[src/rtl/countdown_timer.sv]
// Loadable 8-bit down-counter with prescaler, run/pause/done control FSM and
// two active-low seven-segment digit outputs.
module countdown_timer #(
  parameter int unsigned PRESCALE = 4
) (
  input  logic       clk_i,
  input  logic       clear_b_i,
  input  logic       load_i,
  input  logic [7:0] load_value_i,
  input  logic       start_i,
  input  logic       pause_i,
  output logic [7:0] count_o,
  output logic       busy_o,
  output logic       done_o,
  output logic [6:0] hex0_o,
  output logic [6:0] hex1_o
);

  localparam int unsigned PreW = (PRESCALE > 1) ? $clog2(PRESCALE) : 1;
  localparam logic [PreW-1:0] PreMax = PreW'(PRESCALE - 1);

  typedef enum logic [1:0] {StIdle, StRun, StPaused, StDone} state_e;

  state_e          state_q, state_d;
  logic [7:0]      count_q, count_d;
  logic [PreW-1:0] pre_q, pre_d;
  logic            done_q, done_d;
  logic            advance;

  always_ff @(posedge clk_i or negedge clear_b_i) begin
    if (!clear_b_i) begin
      state_q <= StIdle;
      count_q <= 8'h00;
      pre_q   <= '0;
      done_q  <= 1'b0;
    end else begin
      state_q <= state_d;
      count_q <= count_d;
      pre_q   <= pre_d;
      done_q  <= done_d;
    end
  end

  always_comb begin
    state_d = state_q;
    count_d = count_q;
    pre_d   = pre_q;
    done_d  = 1'b0;
    advance = 1'b0;
    if (load_i) begin
      count_d = load_value_i;
      pre_d   = '0;
      state_d = StIdle;
    end else begin
      unique case (state_q)
        StIdle: begin
          if (start_i) begin
            if (count_q != 8'h00) begin
              state_d = StRun;
              pre_d   = '0;
            end else begin
              state_d = StDone;
              done_d  = 1'b1;
            end
          end
        end
        StRun: begin
          if (pause_i) state_d = StPaused;
          else         advance = 1'b1;
        end
        // The resume edge counts, so a pause costs exactly one clock per high cycle.
        StPaused: begin
          if (!pause_i) begin
            state_d = StRun;
            advance = 1'b1;
          end
        end
        StDone: ;
        default: state_d = StIdle;
      endcase

      if (advance) begin
        if (pre_q == PreMax) begin
          pre_d   = '0;
          count_d = count_q - 8'd1;
          if (count_q == 8'd1) begin
            state_d = StDone;
            done_d  = 1'b1;
          end
        end else begin
          pre_d = pre_q + 1'b1;
        end
      end
    end
  end

  function automatic logic [6:0] seg7(input logic [3:0] d);
    logic [6:0] s;
    case (d)
      4'h0:    s = 7'b1000000;
      4'h1:    s = 7'b1111001;
      4'h2:    s = 7'b0100100;
      4'h3:    s = 7'b0110000;
      4'h4:    s = 7'b0011001;
      4'h5:    s = 7'b0010010;
      4'h6:    s = 7'b0000010;
      4'h7:    s = 7'b1111000;
      4'h8:    s = 7'b0000000;
      4'h9:    s = 7'b0010000;
      4'hA:    s = 7'b0001000;
      4'hB:    s = 7'b0000011;
      4'hC:    s = 7'b1000110;
      4'hD:    s = 7'b0100001;
      4'hE:    s = 7'b0000110;
      default: s = 7'b0001110;
    endcase
    return s;
  endfunction

  assign count_o = count_q;
  assign done_o  = done_q;
  assign busy_o  = (state_q == StRun) || (state_q == StPaused);
  assign hex0_o  = seg7(count_q[3:0]);
  assign hex1_o  = seg7(count_q[7:4]);

endmodule

[config.mk]
export PLATFORM = sky130hd
export DESIGN_NAME = countdown_timer
export DESIGN_NICKNAME = d
export VERILOG_FILES = /design/src/rtl/countdown_timer.sv
export SDC_FILE = /design/constraint.sdc
export NUM_CORES = 1
export LEC_CHECK = 0
export ABC_AREA = 1
export CORE_MARGIN = 10
export CORE_UTILIZATION = 49
export DETAILED_ROUTE_END_ITERATION = 7
export PLACE_DENSITY = 0.8
export SYNTH_ARGS = -nofsm -noshare
export SYNTH_HDL_FRONTEND = slang
export SYNTH_SLANG_ARGS = --single-unit
[constraint.sdc]
create_clock -name clk_i -period 1.7 [get_ports clk_i]
set_clock_uncertainty 0.1 [all_clocks]
set_input_delay 0.34 -clock clk_i [delete_from_list [all_inputs] [get_ports clk_i]]
set_output_delay 0.34 -clock clk_i [all_outputs]
set_load 0.005 [all_outputs]
==> flow_metrics.env <==
export IMPL_yosysTopAreaCellShare=0.231
export IMPL_synthDistinctLibCells=33
export IMPL_tns_ns=-3.26
export IMPL_drtIter0Drc=205
export IMPL_num_antenna_cells=0
export IMPL_internal_power_uw=885
export IMPL_fmax_ghz=0.498
export IMPL_stdcell_area_um2=2460
export IMPL_critPathKind="reg2out"
export IMPL_ys_seq_area_frac=0.231
export IMPL_netSwitchingFraction=0.417
export IMPL_fp_dieW_um=73.6
export IMPL_post_route_period_util=1.18
export IMPL_final_max_slew_viol_count=0
export IMPL_finalNetCount=318
export IMPL_io_buffer_count=36
export IMPL_wirelength_um=6120
export IMPL_rows=19
export IMPL_layout_area_overhead_vs_synth_pct=74.6
export IMPL_cp_start_kind="flip-flop"
export IMPL_track_usage=0.192
export IMPL_cts_root_buf="clkbuf_4"
export IMPL_overflow=0
export IMPL_antenna_found_initial=0
export IMPL_power_mw=1.52
export IMPL_period_minus_slack_ns=2.01
export IMPL_h_tree_depth=1
export IMPL_avgSynthCellArea_um2=7.38
export IMPL_cts_made_buffers=3
export IMPL_rsz0062_at_grt="true"
export IMPL_min_path_type="in2async"
export IMPL_tightest_slew_ns=0.269
export IMPL_yosys_top_cells_area="dfrtp_1, ha_1, nand2_1"
export IMPL_required_ns=1.26
export IMPL_gp_congestion=0.914
export IMPL_synth_area_um2=1410
export IMPL_cts_tree="built"
export IMPL_nFillCells=127
export IMPL_dp_hpwl_um=3310
export IMPL_switchingPower_uw=633
export IMPL_ys_ff_latch=13
export IMPL_fp_coreArea_um2=2760
export IMPL_drive_gt1_frac=0.530
export IMPL_p_leak_nw=1.17
export IMPL_instances_no_fill=318
export IMPL_hold_violations=0
export IMPL_path_clk_slew_ns=0.09
export IMPL_dieHeight_um=73.6
export IMPL_vias=1854
export IMPL_relSlewSlack=0.819
export IMPL_drtAntennaViolNets=0
export IMPL_firstDrtPassIters=5
export IMPL_end_kind="output pin"
export IMPL_ir_worst_vdd_uv=665
export IMPL_status="finished, violations left"
export IMPL_grt_max_degree=14
export IMPL_syn_nets=221
export IMPL_seq_power_share=0.247
export IMPL_route_detailed_drc=0
export IMPL_power_density_nw_per_um2=616
export IMPL_wl_per_cell_um=19.3
export IMPL_syn_instance_count=191
export IMPL_max_cap_violations=0
export IMPL_grt_pass1_vias=1736
export IMPL_cts_hold_buf=0
export IMPL_crit_path_max_fanout=3
export IMPL_register_area_um2=329
export IMPL_grt_pass1_wl_um=8350
export IMPL_place_inst=298
export IMPL_yosysWarnings=0
export IMPL_dieArea_um2=5420
export IMPL_yosysTopAreaCell="dfrtp_1"
export IMPL_multi_input_area_um2=1150
export IMPL_cts_sinks=13
export IMPL_worst_ep_arrival_time_ns=1.57
export IMPL_insertion_delay_ns=0.30
export IMPL_initial_utilization=0.511
export IMPL_io_pins=37
export IMPL_failed_checks="setup timing"
export IMPL_p_comb_frac=0.613
export IMPL_p_clk_frac=0.140
export IMPL_clockBufferDepth=2
export IMPL_finalSetupViolations=16
export IMPL_vias_per_cell=5.83
export IMPL_place_area_um2=2120
export IMPL_finalWorstSetupSlack_ns=-0.309
## power by group through the flow
stage | Clock (mW) | Sequential, mW | Combinational (mW)
after floorplan | 0 | 0.374 | 0.340
after CTS | 0.211 | 0.371 | 0.800
after detailed placement | 0 | 0.378 | 0.734
final | 0.213 | 0.375 | 0.930
after global routing | 0.230 | 0.378 | 0.993
after global placement | 0 | 0.376 | 0.723
## final timing paths
path	from	end	slack, ns	cells after the start
max	count_o[4]	hex1_o[4]	-0.31	5
max reg2reg	count_o[0]	count_o[6]	-0.08	11
min reg2reg	pre_q[0]	pre_q[0]	0.46	2
min in group clk_i	pre_q[0]	pre_q[0]	0.46	2
max in group asynchronous	clear_b_i	count_o[3]	1.08	2
min	clear_b_i	count_o[6]	0.24	2
## cell type report
| class | count | area share |
|---|---|---|
| multi-input combinational | 145 | 0.465 |
| timing repair buffer | 97 | 0.322 |
| inverter | 28 | 0.0518 |
| tap | 31 | 0.0158 |
| sequential | 13 | 0.134 |
| clock buffer | 3 | 0.00915 |
| clock inverter | 1 | 0.00203 |
## stage by stage
step | setup slack, ns | util | hold WS (ns)
5_1_grt | -0.339 | 0.893 | 0.254
3_3_place_gp | -0.263 | 0.768 | 0.422
2_1_floorplan | 0.0780 | - | -0.0556
6_report | -0.309 | 0.893 | 0.240
3_5_place_dp | -0.318 | 0.768 | 0.450
4_1_cts | -0.203 | 0.845 | 0.245
## sequential cells by signal (all words and copies together), names as in the netlist
register,cells
count_o,8
done_o,1
state_q,2
pre_q,2
## cells in the mapped netlist
library cell / instances
o311ai_0: 1
inv_2: 5
nor2_2: 1
o21ai_0: 9
clkinv_4: 1
o2111ai_1: 2
o22ai_1: 1
nand4_1: 1
ha_1: 17
o221ai_1: 3
nor2_4: 4
buf_2: 1
a21oi_1: 7
xor2_1: 1
dfrtp_1: 13
inv_8: 1
nand2_1: 45
buf_6: 3
o211ai_1: 3
nor2_8: 1
o21ai_1: 2
nand3_2: 2
o31ai_1: 2
nand2_2: 3
o21bai_1: 1
nand3_1: 28
inv_1: 20
nand2_4: 3
nor2_1: 5
clkbuf_1: 1
inv_6: 1
o21ai_2: 2
a21oi_2: 1
## cell usage in the layout (no fill, tap or decap), drive strengths merged
| cell type | count |
|---|---|
| nand3 | 30 |
| o211ai | 3 |
| clkdlybuf4s15 | 1 |
| buf | 77 |
| o21bai | 1 |
| nor2 | 11 |
| o21ai | 13 |
| xor2 | 1 |
| o311ai | 1 |
| dfrtp | 13 |
| inv | 27 |
| clkdlybuf4s50 | 13 |
| o2111ai | 2 |
| o22ai | 1 |
| a21oi | 8 |
| dlygate4sd2 | 6 |
| nand2 | 51 |
| clkinv | 2 |
| nand4 | 1 |
| ha | 17 |
| o31ai | 2 |
| o221ai | 3 |
| clkbuf | 3 |
## kinds of logic (layout without fill, tap and decap cells)
kind of cell,count (synthesis),in the layout,synth area share
xor gates and xnor gates,1,1,0.00621
AOI/OAI and AO/OA,34,34,0.156
buffers and inverters,33,129,0.117
DFF,13,13,0.231
and+or+nand+nor,93,93,0.339
adders and majority gates,17,17,0.151
## critical path, stage by stage, from the launching register on
cell and delay [ns]:
dfrtp_1 0.42, buf_6 0.15, ha_4 0.16, inv_4 0.06, o31ai_2 0.28, buf_2 0.19
## per-layer routing
metal  up-vias  track usage  routed length (µm)  part of all wire
met5         -            0                   0                 0
met4         0       0.0476                 276             0.045
met3        29       0.0458                 559             0.091
met2       130        0.340                3010              0.49
met1       866        0.224                2280              0.37
li1        829            -                   -                 -
## timing repair
action | in CTS | in global routing
resized for setup | 118 | 27
setup buffers | 12 | 6
setup endpoints to repair | 23 | 24
pin swaps | 13 | 19
(Power assumes the default switching activity.)
